==> config.mk <==
export PLATFORM = sky130hd
export DESIGN_NAME = round_timer_ctrl
export DESIGN_NICKNAME = d
export VERILOG_FILES = /design/src/rtl/round_timer_pkg.sv /design/src/rtl/round_tick_div.sv /design/src/rtl/round_timer_ctrl.sv
export SDC_FILE = /design/constraint.sdc
export NUM_CORES = 1
export LEC_CHECK = 0
export ABC_CLOCK_PERIOD_IN_PS = 3780
export CAP_MARGIN = 20
export CORE_UTILIZATION = 49
export CTS_BUF_LIST = sky130_fd_sc_hd__clkbuf_4 sky130_fd_sc_hd__clkbuf_8 sky130_fd_sc_hd__clkbuf_16
export CTS_CLUSTER_DIAMETER = 60
export DETAILED_ROUTE_END_ITERATION = 10
export MAX_ROUTING_LAYER = met4
export PLACE_DENSITY = 0.87
export SYNTH_ARGS = -nofsm -noshare
export SYNTH_HDL_FRONTEND = slang
export SYNTH_SLANG_ARGS = --single-unit
==> constraint.sdc <==
create_clock -name clk -period 3.78 [get_ports clk]
set_clock_uncertainty 0.05 [all_clocks]
set_input_delay 0.756 -clock clk [delete_from_list [all_inputs] [get_ports clk]]
set_output_delay 0.756 -clock clk [all_outputs]
set_load 0.03 [all_outputs]
==> src/rtl/round_timer_pkg.sv <==
// round_timer_pkg: shared constants and state type for the round timer
package round_timer_pkg;
    localparam int SEC_W_DEF     = 6;
    localparam int DEFAULT_SECS  = 30;
    localparam int WARN_SECS     = 5;
    localparam int TICKS_PER_SEC = 10;
    localparam int TEN_W         = 4;
    typedef enum logic [1:0] {
        ST_IDLE    = 2'd0,
        ST_RUN     = 2'd1,
        ST_PAUSE   = 2'd2,
        ST_EXPIRED = 2'd3
    } state_t;
endpackage

==> src/rtl/round_tick_div.sv <==
// round_tick_div: tenths counter with enable, sync clear and terminal-count pulse
module round_tick_div #(
    parameter int TICKS = 10,
    parameter int W     = 4
) (
    input  logic         clk,
    input  logic         rst,
    input  logic         en,
    input  logic         clr,
    output logic [W-1:0] cnt,
    output logic         tc
);
    assign tc = en && cnt == W'(TICKS - 1);
    // count enabled ticks, wrap at the terminal count, clear has priority
    always_ff @(posedge clk or negedge rst) begin
        if (!rst) cnt <= '0;
        else if (clr) cnt <= '0;
        else if (en) cnt <= tc ? '0 : cnt + 1'b1;
    end
endmodule

==> src/rtl/round_timer_ctrl.sv <==
// round_timer_ctrl: per-round countdown built from 100 ms ticks
module round_timer_ctrl #(
    parameter int SEC_W         = round_timer_pkg::SEC_W_DEF,
    parameter int DEFAULT_SECS  = round_timer_pkg::DEFAULT_SECS,
    parameter int WARN_SECS     = round_timer_pkg::WARN_SECS,
    parameter int TICKS_PER_SEC = round_timer_pkg::TICKS_PER_SEC
) (
    input  logic             clk,
    input  logic             rst,
    input  logic             tick_100ms,
    input  logic             start,
    input  logic             pause_tgl,
    input  logic             abort,
    input  logic             load_en,
    input  logic [SEC_W-1:0] load_secs,
    output logic [SEC_W-1:0] secs_left,
    output logic [3:0]       tenths,
    output logic             running,
    output logic             paused,
    output logic             warn,
    output logic             time_up,
    output logic             expired,
    output logic             prescale_clr
);
    import round_timer_pkg::*;
    state_t           state, state_nx;
    logic [SEC_W-1:0] preset, secs_nx;
    logic             start_ok, run_tick, last_tick, expire;
    assign start_ok = start && preset != '0;
    assign run_tick = tick_100ms && state == ST_RUN && !abort && !start_ok && !pause_tgl;
    assign expire   = last_tick && secs_left == SEC_W'(1);
    round_tick_div #(.TICKS(TICKS_PER_SEC), .W(4)) u_div (
        .clk (clk),
        .rst (rst),
        .en  (run_tick),
        .clr (abort || start_ok),
        .cnt (tenths),
        .tc  (last_tick)
    );
    // next state and seconds follow abort > start > pause_tgl > tick priority
    always_comb begin
        state_nx = abort ? ST_IDLE :
                   start_ok ? ST_RUN :
                   (pause_tgl && state == ST_RUN) ? ST_PAUSE :
                   (pause_tgl && state == ST_PAUSE) ? ST_RUN :
                   expire ? ST_EXPIRED : state;
        secs_nx  = abort ? '0 :
                   start_ok ? preset :
                   last_tick ? secs_left - 1'b1 : secs_left;
    end
    // register state, counters and every flag so outputs are glitch-free
    always_ff @(posedge clk or negedge rst) begin
        if (!rst) begin
            state        <= ST_IDLE;
            preset       <= SEC_W'(DEFAULT_SECS);
            secs_left    <= '0;
            running      <= 1'b0;
            paused       <= 1'b0;
            warn         <= 1'b0;
            time_up      <= 1'b0;
            expired      <= 1'b0;
            prescale_clr <= 1'b0;
        end else begin
            state        <= state_nx;
            secs_left    <= secs_nx;
            running      <= state_nx == ST_RUN;
            paused       <= state_nx == ST_PAUSE;
            expired      <= state_nx == ST_EXPIRED;
            warn         <= (state_nx == ST_RUN || state_nx == ST_PAUSE) &&
                            secs_nx != '0 && secs_nx <= SEC_W'(WARN_SECS);
            time_up      <= expire;
            prescale_clr <= start_ok && !abort;
            if (load_en && (state == ST_IDLE || state == ST_EXPIRED)) preset <= load_secs;
        end
    end
endmodule

; ---- Yosys cells after proc, flatten, opt, wreduce, memory -nomap -nowiden
; Index checks and enable logic that the tools add are counted.
[op_classes]
mux = 11
n_eq_ne = 8
addsub = 2
n_lt_le_gt_ge = 1
reduce_logical = 23
[op_table]
columns = operator, count
row1 = $mux W6, 3
row2 = $logic_and A1 B1 Y1, 13
row3 = $mux W4, 3
row4 = $reduce_bool A6 Y1, 2
row5 = $mux W2, 5
row6 = $eq A2 B2 Y1 const B, 4
row7 = $eq A6 B1 Y1 const B, 1
row8 = $le A6 B3 Y1 const B, 1
row9 = $sub A6 B1 Y6 const B, 1
row10 = $add A4 B1 Y4 const B, 1
row11 = $eq A2 B1 Y1 const B, 2
row12 = $eq A4 B4 Y1 const B, 1
row13 = $logic_not A1 Y1, 3
row14 = $logic_or A1 B1 Y1, 3
row15 = $logic_not A2 Y1, 1
row16 = $reduce_bool A2 Y1, 1
[word_totals]
reg_bits = 24
elab_cells = 55
inputBits = 13

; ---- Logic depth before layout (Yosys ltp)
; Gate-level depths: netlist of run 1.
[logic_depth]
ltp_word = 16
depth_mapped = 11

; ---- Hierarchy
; From an unflattened synthesis of run 1, not the netlist that was laid out.
[hier_totals]
hier_cells = 123
hier_area_um2 = 1336.3
[modules_own_cells]
columns = module, area_each_um2, instances, seq_area_each_um2, cells_per_inst
row1 = round_timer_ctrl, 1098.6, 1, 505.5, 97
row2 = round_tick_div, 237.7, 1, 100.1, 26

; ---- Worst setup path before layout of run 1
; Ideal clock, no wire load.
[synth_path]
kind = input to register
start = in pause_tgl
end = reg warn
setup_time_ns = 0.096
arrival_time_ns = 2.857
path_stages = 9
path_slack_ns = 0.778
path_buffers = 0
cell_sequence = nand3b_4 > or4_2 > nor4_4 > o21ai_0 > a21o_1 > inv_1 > ha_1 > or3_1 > nor4_2
[synth_via]
elab_chain_len = 13
[synth_rtl]
columns = element, line
row1 = start: declaration, round_timer_ctrl.sv:12  ; input logic pause_tgl,
row2 = $logic_not A1 Y1 (*), round_timer_ctrl.sv:30  ; assign run_tick = tick_100ms && state == ST_RUN && !abort && !start_ok && !pause_tgl;
row3 = $logic_and A1 B1 Y1 (*), round_timer_ctrl.sv:30
row4 = $logic_and A1 B1 Y1 (*), round_tick_div.sv:13  ; assign tc = en && cnt == W'(TICKS - 1);
row5 = $logic_and A1 B1 Y1 (*), round_timer_ctrl.sv:31  ; assign expire = last_tick && secs_left == SEC_W'(1);
row6 = via expire, round_timer_ctrl.sv:28  ; logic start_ok, run_tick, last_tick, expire;
row7 = $mux W2 (*), round_timer_ctrl.sv:46  ; expire ? ST_EXPIRED : state;
row8 = $mux W2 (*), round_timer_ctrl.sv:45  ; (pause_tgl && state == ST_PAUSE) ? ST_RUN :
row9 = $mux W2 (*), round_timer_ctrl.sv:44  ; (pause_tgl && state == ST_RUN) ? ST_PAUSE :
row10 = $mux W2 (*), round_timer_ctrl.sv:43  ; start_ok ? ST_RUN :
row11 = $mux W2 (*), round_timer_ctrl.sv:42  ; state_nx = abort ? ST_IDLE :
row12 = via state_nx[1], round_timer_ctrl.sv:26  ; state_t state, state_nx;
row13 = $eq A2 B1 Y1 / $eq A2 B2 Y1 (equally long branches), round_timer_ctrl.sv:69  ; warn <= (state_nx == ST_RUN || state_nx == ST_PAUSE) &&
row14 = $logic_or A1 B1 Y1 (*), round_timer_ctrl.sv:69
row15 = $logic_and A1 B1 Y1 (*), round_timer_ctrl.sv:69
row16 = $logic_and A1 B1 Y1 (*), round_timer_ctrl.sv:70  ; secs_nx != '0 && secs_nx <= SEC_W'(WARN_SECS);
row17 = end signal: assignment, round_timer_ctrl.sv:69
row18 = end: declaration, round_timer_ctrl.sv:20  ; output logic warn,
; Mark *: on every way through the listed nets, which the timed path passes. The rest lies on a longest branch.
; A chain may end at the register's enable or synchronous reset.

; ---- Worst setup path after layout of run 1
; Ends and elaborated chain as after synthesis.

==> flow_metrics.tcl, run 1 <==
set metrics [dict create \
    status "finished, final reports clean" \
    gr-usage-met3_pct 4.237 \
    power.clock.fraction_pct 20.6 \
    dieHeight_um 53.81 \
    portBuffers 28 \
    synthCells 121 \
    hold_start "preset[5]$_DFFE_PN0P_" \
    p_int_uw 414.4 \
    drt-initial-drc-count 16 \
    yosys_warnings 0 \
    clock.fmax_ghz 0.2922 \
    grt_use_met2_pct 36.21 \
    sw_frac_of_total_pct 31.43 \
    crit_arrival_ps 3590 \
    pwr-share-comb_pct 26.2 \
    grt_overflow 0 \
    ant_nets 0 \
    cts_buffers 3 \
    yosysSeqAreaShare_pct 46.05 \
    final_common_cell "clkdlybuf4s50_1" \
    fin_crit_ps 3422 \
    grt_max_degree 25 \
    crit_path_top_delay_cell "or4_2" \
    net-switching-power_uw 190.0 \
    cap_violations 0 \
    final_util_pct 67.17 \
    post-route-drc-count 0 \
    p_per_area_nw_per_um2 360.0 \
    slew_headroom_pct 60.65 \
    rsz0062_at_grt "false" \
    finalPower_uw 604.4 \
    final_cell_mix "clkdlybuf4s50_1 (28), dfrtp_1 (20), a21oi_1 (12)" \
    numPlacedInstances 178 \
    synth.avg_cell_area_um2 10.87 \
    critPathMaxFanout 6 \
    power.leakage_nw 0.7198 \
    clkTransAtPathRegs_ps 130 \
    min_to "preset[5]$_DFFE_PN0P_" \
    antenna_found_initial 0 \
    worstReg2RegStart "u_div.cnt[1]$_DFFE_PN0P_" \
    use_met1_pct 28.39 \
    postCtsSetupBuffers 0 \
    max_stage_delay_ps 660 \
    syn-num-nets 143 \
    min_delay_path_depth 1 \
    synth_area_um2 1315 \
    gp_congestion 0.8499 \
    cts_root_buffer "clkbuf_4" \
    synth_edf_count 0 \
    start_kind "input port" \
    synth-seq-cells 24 \
    busiest_layer "met2" \
    hold_buffers 0 \
    ys.flop_type "dfrtp_1" \
    insertion_delay_ps 310 \
    grt_pass1_vias 1003 \
    num-nets-final 176 \
    end_kind "flip-flop" \
    area_growth_pct 27.69 \
    cts_tree "built" \
    cp_cell_sequence "clkdlybuf4s50_1 > nand3b_4 > or4_2 > nor4_4 > o21ai_0 > a21o_1 > inv_1 > ha_1 > or3_1 > nor4_2" \
    async_flop_share_pct 100.0 \
    coreArea_um2 2500 \
    antenna_cells 0 \
    via_count 1063 \
    fin_tns_setup_ps 0 \
    rows 18 \
    hold_path.class "reg2reg" \
    finalCritPeriodShare_pct 90.53 \
    die_w_um 53.81 \
    fin_cells 183 \
    first_pass_iters 4 \
    viasPerCell 5.809 \
    ir_drop_mv 0.2112 \
    setup_viol 0 \
    ios 29 \
    rr_endpoint "warn$_DFF_PN0_" \
    hold_viol_final 0 \
    dieArea_um2 2895 \
    initial_core_util_pct 52.60 \
    worstMarginPinSlew_ps 586.3 \
    seq_power_share_pct 53.2 \
    drt_wl_total_um 2835 \
    synth_cell_types 40 \
    grt_first_pass_wirelength_um 4457 \
    grt_usage_pct 22.48 \
    wl_per_cell_um 15.49 \
    clockBufferDepth 2 \
    criticalPathCategory "in2reg" \
    drive_above_1_share_pct 18.95 \
    slew_violations 0 \
    worstPathRequired_ps 3950 \
    ff2ff_setup_slack_ps 600 \
    worstRegToRegCells 11 \
    htreeDepth 1 \
    cts.sinks 24 \
    hpwl_um 2200 \
    cts_resized 0 \
]
## logic make-up (layout without fill, tap and decap cells)
kind of cell | count (synthesis) | count (layout) | share of synthesized area [%]
and+or+nand+nor | 42 | 42 | 20.74
AOI/OAI and AO/OA | 26 | 26 | 13.23
muxes | 6 | 6 | 5.138
buffers and inverters | 11 | 43 | 4.281
DFF | 24 | 24 | 46.05
xor gates and xnor gates | 3 | 3 | 1.998
adders and majority gates | 9 | 9 | 8.563
## power groups by stage
stage	Combinational (mW)	Clock (mW)	Sequential, mW
finish	0.158	0.125	0.321
global route	0.172	0.142	0.325
CTS	0.155	0.129	0.320
detailed placement	0.154	0	0.325
global placement	0.149	0	0.322
floorplan	0.0747	0	0.339
## cell usage after synthesis, types with 2 or more instances
library cell	n	area, um2
dfrtp_1	20	500.5
a21oi_1	12	60.06
ha_1	9	112.6
inv_1	8	30.03
nand2_1	8	30.03
mux2_2	6	67.56
nor2_1	6	22.52
dfstp_2	4	105.1
nand2b_1	4	25.02
nor3_1	4	20.02
nor4_1	4	25.02
o21ai_0	3	15.01
a21o_1	2	15.01
buf_6	2	22.52
nand3_1	2	10.01
or3_1	2	12.51
xor2_1	2	17.52
## per-stage QoR
stage	setup WS, ps	instance area, um2	hold WS [ps]
2_1_floorplan	777.6	1315	410.4
3_5_place_dp	112.9	1622	474.8
6_report	358.0	1679	516.0
4_1_cts	462.5	1652	507.0
5_1_grt	264.0	1679	543.1
3_3_place_gp	208.7	1622	472.2
## critical path, delay by kind of cell
family / cells / cell delay, ps
adder cells (fa/ha/maj): 1 / 230
buffers and inverters: 2 / 580
AND/OR/NAND/NOR: 5 / 1710
AO/OA/AOI/OAI: 2 / 320
## sequential cells by signal (all words and copies together), names as in the netlist
name / count
expired: 1
paused: 1
prescale_clr: 1
preset: 6
running: 1
secs_left: 6
state: 2
time_up: 1
u_div.cnt: 4
warn: 1
## worst max path at each step
stage	slack (ps)	depth (start not counted)	to	start
floorplan	780	9	warn$_DFF_PN0_	pause_tgl
global placement	210	10	warn$_DFF_PN0_	pause_tgl
detailed placement	110	10	warn$_DFF_PN0_	pause_tgl
CTS	460	10	warn$_DFF_PN0_	pause_tgl
global route	260	10	warn$_DFF_PN0_	pause_tgl
finish	360	10	warn$_DFF_PN0_	pause_tgl
## metal layers
| metal | vias up | share of wire [%] |
|---|---|---|
| li1 | 498 | - |
| met1 | 519 | 42 |
| met2 | 42 | 51 |
| met3 | 4 | 5.8 |
| met4 | 0 | 1.2 |
| met5 | - | 0 |
## cell type report
type	count	area, um2
multi-input cells	86	653.1
repair buffers	31	322.8
inverters	8	30.03
flip-flops and latches	24	605.6
well taps	30	37.54
clock buffers	4	30.03
fillers	187	820.8
(Power assumes the default switching activity.)
==> run 2: changes to the inputs <==
Settings changed: REMOVE_ABC_BUFFERS from default to 1.
==> run 2 against run 1 <==
Sequential share of layout area unchanged. Worst setup slack improved by 90 ps. Die area stayed put. Core utilization stayed put. Combinational power is essentially flat. Global-route usage grew 0.66 points. Largest cell class unchanged.
==> flow_metrics.tcl, run 2 (synthesis results as in run 1) <==
set metrics [dict create \
    max_stage_delay_ps 660 \
    grt_max_degree 25 \
    drt_wl_total_um 2912 \
    worstMarginPinSlew_ps 607.0 \
    multiInputGateArea_um2 653.1 \
    worstPathRequired_ps 3960 \
    grt_overflow 0 \
    worstReg2RegStart "u_div.cnt[1]$_DFFE_PN0P_" \
    final_common_cell "clkdlybuf4s50_1" \
    cts.sinks 24 \
    via_count 1085 \
    critPathTopFamily "simple AND/OR/NAND/NOR gates" \
    final_util_pct 67.17 \
    final_cell_mix "clkdlybuf4s50_1 (28), dfrtp_1 (20), a21oi_1 (12)" \
    cap_violations 0 \
    crit_start "tick_100ms" \
    cts_resized 0 \
    initial_core_util_pct 52.60 \
    insertion_delay_ps 310 \
    drive_above_1_share_pct 18.95 \
    layout.area.seq_um2 605.6 \
    nFillCells 189 \
    p_per_area_nw_per_um2 351.8 \
    portBuffers 28 \
    grt_first_pass_wirelength_um 4512 \
    ios 29 \
    grt_pass1_vias 1053 \
    rows 18 \
    slew_violations 0 \
    start_kind "input port" \
    postCtsSetupBuffers 0 \
    top_regs "preset: 6 flops, secs_left: 6 flops, u_div.cnt: 4 flops" \
    gp_congestion 0.9874 \
    cts_buffers 3 \
    num-nets-final 177 \
    crit_path_top_delay_cell "or4_2" \
    crit_arrival_ps 3520 \
    fin_ws_ps 448.2 \
    slew_headroom_pct 59.26 \
    wl_per_cell_um 15.91 \
    clockBufferDepth 2 \
    power.leakage_nw 0.7200 \
    die_w_um 53.81 \
    hpwl_um 2184 \
    min_delay_path_depth 1 \
    end_kind "flip-flop" \
    clkTransAtPathRegs_ps 120 \
    hold_buffers 0 \
    dieArea_um2 2895 \
    status "finished, final reports clean" \
    coreArea_um2 2500 \
    clock.fmax_ghz 0.3001 \
    endpoint "warn$_DFF_PN0_" \
    area_growth_pct 27.69 \
    rr_endpoint "warn$_DFF_PN0_" \
    drt-initial-drc-count 30 \
    ff2ff_setup_slack_ps 640 \
    ir_drop_mv 0.2717 \
    criticalPathCategory "in2reg" \
    setup_viol 0 \
    hold_viol_final 0 \
    pre_cts_slack_ps 113.8 \
    worstRegToRegCells 11 \
    viasPerCell 5.929 \
    cp.depth 10 \
    rsz0062_at_grt "false" \
    antenna_cells 0 \
    hold_path.class "reg2reg" \
    finalCritPeriodShare_pct 88.14 \
    fin_tns_setup_ps 0 \
    critPathMaxFanout 3 \
    first_pass_iters 4 \
    cts_root_buffer "clkbuf_4" \
    post-route-drc-count 0 \
    cp_num_buf_inv 2 \
    ant_nets 0 \
    dieHeight_um 53.81 \
    cts_tree "built" \
    grt_usage_pct 23.14 \
    antenna_found_initial 0 \
    htreeDepth 1 \
    fin_crit_ps 3332 \
    cp_cell_sequence "clkdlybuf4s50_1 > nand3b_4 > or4_2 > nor4_4 > o21ai_0 > a21o_1 > inv_1 > ha_1 > or3_1 > nor4_2" \
]
run 2: power by group:
| part | switching, mW | internal [mW] | leakage (nW) |
|---|---|---|---|
| registers | 0.0293 | 0.291 | 0.308 |
| clock network | 0.0733 | 0.0373 | 0.0138 |
| logic | 0.0836 | 0.0760 | 0.398 |
| total | 0.186 | 0.404 | 0.720 |
run 2: metrics by stage:
step / cell area [um2] / instances / hold WS, ps / total power [mW]
after global routing: 1679 / 183 / 537.2 / 0.6182
after floorplan: 1289 / 118 / 410.4 / 0.4111
after detailed placement: 1629 / 179 / 477.3 / 0.4801
after CTS: 1652 / 182 / 506.3 / 0.5888
final: 1679 / 183 / 510.6 / 0.5906
after global placement: 1629 / 179 / 478.8 / 0.4729
run 2: how the worst min path moves through the flow:
stage / endpoint / slack (ps) / from
2_1_floorplan: expired$_DFF_PN0_ / 410 / rst
3_3_place_gp: preset[5]$_DFFE_PN0P_ / 480 / preset[5]$_DFFE_PN0P_
3_5_place_dp: preset[5]$_DFFE_PN0P_ / 480 / preset[5]$_DFFE_PN0P_
4_1_cts: preset[5]$_DFFE_PN0P_ / 510 / preset[5]$_DFFE_PN0P_
5_1_grt: preset[5]$_DFFE_PN0P_ / 540 / preset[5]$_DFFE_PN0P_
6_report: preset[5]$_DFFE_PN0P_ / 510 / preset[5]$_DFFE_PN0P_
run 2: per-layer routing:
metal	wire (um)	vias to the layer above	GRT usage [%]
met5	0	-	-
met1	1177	551	24.78
li1	-	495	-
met2	1544	31	40.95
met3	125	8	3.390
met4	65	0	11.84
run 2: cell type report:
class	instances	area share [%]
timing repair buffer	32	19.67
tap	30	2.235
sequential	24	36.07
multi-input combinational	86	38.90
clock buffer	3	1.341
inverter	8	1.788
